File: src/rtl/clkgen_pkg.sv
// Shared encodings for the clock-generation sequencer.
// Selection codes, FSM states and divider width.
package clkgen_pkg;

  localparam int PHASE_W = 4;

  typedef enum logic [1:0] {
    SEL_F   = 2'd0,
    SEL_2F  = 2'd1,
    SEL_4F  = 2'd2,
    SEL_OFF = 2'd3
  } sel_e;

  typedef enum logic {
    IDLE    = 1'b0,
    PENDING = 1'b1
  } state_e;

  function automatic logic sel_bit(
    input logic [1:0]         sel,
    input logic [PHASE_W-1:0] ph
  );
    logic b;
    b = 1'b0;
    unique case (sel)
      SEL_F:   b = ph[3];
      SEL_2F:  b = ph[2];
      SEL_4F:  b = ph[1];
      SEL_OFF: b = 1'b0;
      default: b = 1'b0;
    endcase
    return b;
  endfunction

endpackage

File: src/rtl/clkgen_sched_if.sv
// Selection request handshake between a requester and clkgen_sched.
// master drives requests, slave accepts and acknowledges them.
interface clkgen_sched_if;
  logic       sel_valid;
  logic [1:0] sel_code;
  logic       sel_ready;
  logic       sel_ack;

  modport master (
    output sel_valid,
    output sel_code,
    input  sel_ready,
    input  sel_ack
  );

  modport slave (
    input  sel_valid,
    input  sel_code,
    output sel_ready,
    output sel_ack
  );
endinterface

File: src/rtl/clkgen_div.sv
// Free-running 4-bit divider on clk16f.
// Divided clocks are counter bits, so duty is exactly 50%.
module clkgen_div
  import clkgen_pkg::*;
(
  input  logic               clk16f,
  input  logic               reset,
  output logic [PHASE_W-1:0] phase,
  output logic               clk4f,
  output logic               clk2f,
  output logic               clkf,
  output logic               wrap
);

  always_ff @(posedge clk16f or posedge reset) begin
    if (reset) phase <= '0;
    else       phase <= phase + PHASE_W'(1);
  end

  assign clk4f = phase[1];
  assign clk2f = phase[2];
  assign clkf  = phase[3];
  assign wrap  = &phase;

endmodule

File: src/rtl/clkgen_sched.sv
// Glitch-free divided-clock selector; switches land on the divider wrap.
// CLKGEN_STATUS_EN adds switch_cnt and req_drop status outputs.
module clkgen_sched
  import clkgen_pkg::*;
#(
  parameter logic [1:0] RESET_SEL = 2'd2
) (
  input  logic               clk16f,
  input  logic               reset,
  clkgen_sched_if.slave      req,
  output logic               clk4f,
  output logic               clk2f,
  output logic               clkf,
  output logic               clk_out,
  output logic [1:0]         cur_sel,
  output logic [PHASE_W-1:0] phase
`ifdef CLKGEN_STATUS_EN
  ,
  output logic [7:0]         switch_cnt,
  output logic               req_drop
`endif
);

  state_e             state;
  logic [1:0]         pend;
  logic               wrap;
  logic               ack_q;
  logic               ready_q;
  logic [PHASE_W-1:0] ph_nxt;

  clkgen_div u_div (
    .clk16f (clk16f),
    .reset  (reset),
    .phase  (phase),
    .clk4f  (clk4f),
    .clk2f  (clk2f),
    .clkf   (clkf),
    .wrap   (wrap)
  );

  assign ph_nxt        = phase + PHASE_W'(1);
  assign req.sel_ready = ready_q;
  assign req.sel_ack   = ack_q;

  // ph_nxt is 0 at the wrap, so the new selection always starts low
  always_ff @(posedge clk16f or posedge reset) begin
    if (reset) begin
      state   <= IDLE;
      pend    <= '0;
      cur_sel <= RESET_SEL;
      ack_q   <= 1'b0;
      ready_q <= 1'b1;
      clk_out <= 1'b0;
    end else begin
      ack_q   <= 1'b0;
      clk_out <= sel_bit(cur_sel, ph_nxt);
      unique case (state)
        IDLE: begin
          if (req.sel_valid) begin
            pend    <= req.sel_code;
            state   <= PENDING;
            ready_q <= 1'b0;
          end
        end
        PENDING: begin
          if (wrap) begin
            cur_sel <= pend;
            state   <= IDLE;
            ready_q <= 1'b1;
            ack_q   <= 1'b1;
          end
        end
        default: state <= IDLE;
      endcase
    end
  end

`ifdef CLKGEN_STATUS_EN
  always_ff @(posedge clk16f or posedge reset) begin
    if (reset) begin
      switch_cnt <= '0;
      req_drop   <= 1'b0;
    end else begin
      req_drop <= req.sel_valid && (state == PENDING);
      if (state == PENDING && wrap && switch_cnt != 8'hff)
        switch_cnt <= switch_cnt + 8'd1;
    end
  end
`endif

endmodule

File: src/flat_wrapper.sv
// flat-port wrapper written by rule: the top's interface ports become plain ports
module clkgen_sched_flat import clkgen_pkg::*;
#(
  parameter logic [1:0] RESET_SEL = 2'd2
)
  (clk16f, reset, clk4f, clk2f, clkf, clk_out, cur_sel, phase, req_sel_valid, req_sel_code, req_sel_ready, req_sel_ack);
  clkgen_sched_if req_i ();
  input  logic clk16f;
  input  logic reset;
  output logic clk4f;
  output logic clk2f;
  output logic clkf;
  output logic clk_out;
  output logic [1:0] cur_sel;
  output logic [PHASE_W-1:0] phase;
  input wire logic [$bits(req_i.sel_valid)-1:0] req_sel_valid;
  input wire logic [$bits(req_i.sel_code)-1:0] req_sel_code;
  output wire logic [$bits(req_i.sel_ready)-1:0] req_sel_ready;
  output wire logic [$bits(req_i.sel_ack)-1:0] req_sel_ack;
  assign req_i.sel_valid = req_sel_valid;
  assign req_i.sel_code = req_sel_code;
  assign req_sel_ready = req_i.sel_ready;
  assign req_sel_ack = req_i.sel_ack;
  clkgen_sched #(.RESET_SEL(RESET_SEL)) u_core (.clk16f(clk16f), .reset(reset), .req(req_i), .clk4f(clk4f), .clk2f(clk2f), .clkf(clkf), .clk_out(clk_out), .cur_sel(cur_sel), .phase(phase));
endmodule
File: config.mk
export PLATFORM = sky130hd
export DESIGN_NAME = clkgen_sched_flat
export DESIGN_NICKNAME = d
export VERILOG_FILES = /design/src/rtl/clkgen_pkg.sv /design/src/rtl/clkgen_sched_if.sv /design/src/rtl/clkgen_div.sv /design/src/rtl/clkgen_sched.sv /design/src/flat_wrapper.sv
export SDC_FILE = /design/constraint.sdc
export NUM_CORES = 1
export LEC_CHECK = 0
export BUFFER_PORTS_ARGS = -buffer_cell sky130_fd_sc_hd__buf_2
export CELL_PAD_IN_SITES_DETAIL_PLACEMENT = 0
export CELL_PAD_IN_SITES_GLOBAL_PLACEMENT = 1
export CORE_MARGIN = 1
export CORE_UTILIZATION = 31
export DETAILED_ROUTE_END_ITERATION = 8
export GPL_TIMING_DRIVEN = 1
export PLACE_DENSITY = 0.76
export SYNTH_ARGS = -nofsm -noshare
export SYNTH_HDL_FRONTEND = slang
export SYNTH_HIERARCHICAL = 1
export SYNTH_SLANG_ARGS = --single-unit
File: constraint.sdc
create_clock -name clk16f -period 2.16 [get_ports clk16f]
set_input_delay 0.108 -clock clk16f [delete_from_list [all_inputs] [get_ports clk16f]]
set_output_delay 0.108 -clock clk16f [all_outputs]
set_load 0.01 [all_outputs]
==> impl_metrics.py <==
metrics = {
    "setup_path": {
        "r2r-end": "u_core/cur_sel[0]",
        "crit_arrival_ns": 1.58,
        "crit_path_start_kind": "register",
        "crit_type": "register to register",
        "reg2reg_slack_ns": 0.74,
        "cp.required_ns": 2.32,
        "r2r_start": "u_core/u_div/phase[1]",
        "end_kind": "register",
        "worst_r2r_path_depth": 4,
        "crit_fanout": 6,
    },
    "worst_hold_path": {
        "whs_path_depth": 3,
        "min_to": "u_core/pend[0]",
        "hold_path_class": "input port to register",
        "worstHoldStart": "req_sel_code[0]",
    },
    "die": {
        "coreArea_um2": 1560,
        "ios": 17,
        "rows": 14,
        "die_h_um": 43.5,
        "dieArea_um2": 1890,
        "start_util": 0.343,
        "die_w_um": 43.5,
    },
    "job": {
        "maxCapViolations": 0,
    },
    "logic_synthesis": {
        "syn_area_um2": 534,
        "synthSimpleGateAreaFrac": 0.162,
        "syn_area_per_cell_um2": 11.6,
        "synth_top_area_share": 0.468,
        "synth-xor-area-share": 0.0656,
        "synth-main-ff-cell": "dfrtp_1",
        "synth_most_common_cell": "dfrtp_1",
        "synth_fp_nets": 53,
        "synthAdderAreaFrac": 0.0468,
        "synth_common_cells": "10 x dfrtp_1, 8 x nand2_1, 5 x inv_1",
        "synth_compound_area_frac": 0.0398,
        "synthArstFlopShare": 1.00,
        "ys_ff_latch": 12,
        "synth.area.mux_share": 0.0422,
        "synth_edf_count": 0,
        "synth_top_family_by_area": "simple AND/OR/NAND/NOR gates",
        "synth_cells": 46,
        "yosys.area.top_type": "dfrtp_1",
        "ys_top_cells_by_area": "dfrtp_1 47%, dfstp_2 9.8%, nand2_1 5.6%",
        "yosysSeqAreaShare": 0.567,
        "synth_warnings": 6,
        "ys_types": 18,
    },
    "sta": {
        "worst_slew_pin_slew_ns": 0.308,
        "tns_ns": 0,
        "skew_ns": 0.00705,
        "finalCritPeriodShare": 0.657,
        "finalSetupViolCount": 0,
        "relSlewSlack": 0.795,
        "finalWorstPathRequiredPeriod_ns": 1.42,
        "hold_ws_ns": 0.0294,
        "finalMaxSlewViolations": 0,
        "hold_viol": 0,
        "max_freq_ghz": 0.704,
        "rsz0062_at_grt": "no",
        "fin_ws_ns": 0.740,
    },
    "placement": {
        "placed_area_um2": 612,
        "numPortBuffers": 16,
        "place.gp.congestion": 0.766,
        "place_hpwl_um": 656,
        "post-place-ws_ns": 0.749,
    },
    "global_routing": {
        "grt_usage": 0.117,
        "grt_max_degree": 9,
        "grt_pass1_vias": 339,
        "antenna_found_initial": 0,
        "grt.overflow.total": 0,
        "grt_pass1_wl_um": 1500,
    },
    "cells_and_area": {
        "final_util": 0.422,
        "drive_above_1_share": 0.438,
        "final_cell_area_um2": 658,
        "final_net_count": 72,
        "syn_to_final_growth_pct": 23.2,
        "insertedDiodeCount": 0,
    },
    "routing": {
        "routed_wl_um": 877,
        "num_vias": 356,
        "drcViolationCount": 3,
        "first_pass_iters": 5,
        "antenna_left": 0,
        "drtIter0Drc": 5,
        "drt-vias-per-instance": 4.45,
        "wl_per_cell_um": 11.0,
    },
    "pwr": {
        "ir_drop_mv": 0.477,
        "leakage_nw": 0.380,
        "power.density_nw_per_um2": 846,
    },
    "clock_network": {
        "cts_root_buf": "clkbuf_4",
        "clk_pin_slew_ns": 0.07,
        "cts_num_sinks": 12,
        "htree_levels": 1,
        "numCtsBuffers": 3,
        "cts_tree": "built",
        "cts_resized": 0,
        "clk_latency_ns": 0.27,
        "post_cts_buffers": 0,
        "clockBufferDepth": 2,
    },
    "status": {
        "violations": "design-rule violations",
        "status": "finished, violations left",
    },
}
## routing by layer
layer / vias up / global-route usage / part of all wire / wire (µm)
met5: - / 0 / 0 / 0
met4: 0 / 0.0563 / 0 / 0
met3: 0 / 0.0667 / 0.065 / 57
met2: 14 / 0.152 / 0.41 / 357
met1: 160 / 0.157 / 0.53 / 463
li1: 182 / - / - / -
## timing repair
item | in CTS | in global routing
endpoints found under the hold margin | 10 | 0
hold buffers | 1 | 0
endpoints found under the setup margin | 0 | 0
## placed cells by master, fill, tap and decap left out
master / synthesis / final
and3_2: 1 / 1
buf_2: 0 / 16
clkbuf_4: 0 / 3
clkbuf_8: 0 / 1
dfrtp_1: 10 / 10
dfstp_2: 2 / 2
dlygate4sd3_1: 0 / 1
ha_1: 2 / 2
inv_1: 5 / 5
mux2_2: 2 / 2
nand2_1: 8 / 8
nand2_2: 1 / 1
nand2b_1: 1 / 1
nand3_1: 1 / 1
nand3_2: 1 / 1
nand3b_1: 2 / 2
nor2b_1: 1 / 1
o21ai_0: 1 / 1
o311ai_2: 1 / 1
xnor2_1: 1 / 1
xor2_1: 3 / 3
## stage by stage
step | std cells | power, mW
global placement | 75 | 0.386
floorplan | 46 | 0.352
detailed placement | 75 | 0.389
finish | 80 | 0.557
CTS | 80 | 0.568
global route | 80 | 0.600
## logic make-up (layout without fill, tap and decap cells)
| group | Yosys count | in the layout |
|---|---|---|
| buffers and inverters | 8 | 26 |
| AO/OA/AOI/OAI | 2 | 2 |
| multiplexers | 2 | 2 |
| XOR/XNOR | 4 | 4 |
| adder cells (fa/ha/maj) | 2 | 2 |
| AND/OR/NAND/NOR | 16 | 16 |
| flip-flops | 12 | 12 |
## worst max path at each step
stage | slack (ns) | end | cells past startpoint | from
after floorplan | 0.78 | u_core/cur_sel[0] | 4 | u_core/u_div/phase[0]
after global placement | 0.79 | u_core/cur_sel[0] | 4 | u_core/u_div/phase[1]
after detailed placement | 0.75 | u_core/cur_sel[0] | 4 | u_core/u_div/phase[1]
after CTS | 0.75 | u_core/cur_sel[0] | 4 | u_core/u_div/phase[1]
after global routing | 0.68 | u_core/cur_sel[0] | 4 | u_core/u_div/phase[1]
final | 0.74 | u_core/cur_sel[0] | 4 | u_core/u_div/phase[1]
## critical path: stages, from the launching register on
cell	delay, ns
dfrtp_1	0.44
ha_1	0.24
and3_2	0.19
nand2_2	0.10
mux2_2	0.34
## layout make-up
type | count | area [µm²]
flip-flops and latches | 12 | 303
inverters | 5 | 18.8
clock buffers | 4 | 36.3
fillers | 151 | 901
repair buffers | 17 | 90.1
multi-input cells | 26 | 190
well taps | 16 | 20.0
## registers in the layout, indices dropped and copies added, names as in the netlist
register              flops
u_core/pend               2
u_core/clk_out            1
u_core/u_div/phase        4
u_core/cur_sel            2
u_core/req.sel_ack        1
u_core/req.sel_ready      1
u_core/state              1
## power by group
part,internal (mW),switching (mW)
Sequential,0.264,0.0329
Clock,0.102,0.0685
Combinational,0.0492,0.0399
Total,0.415,0.141
(Power assumes the default switching activity.)
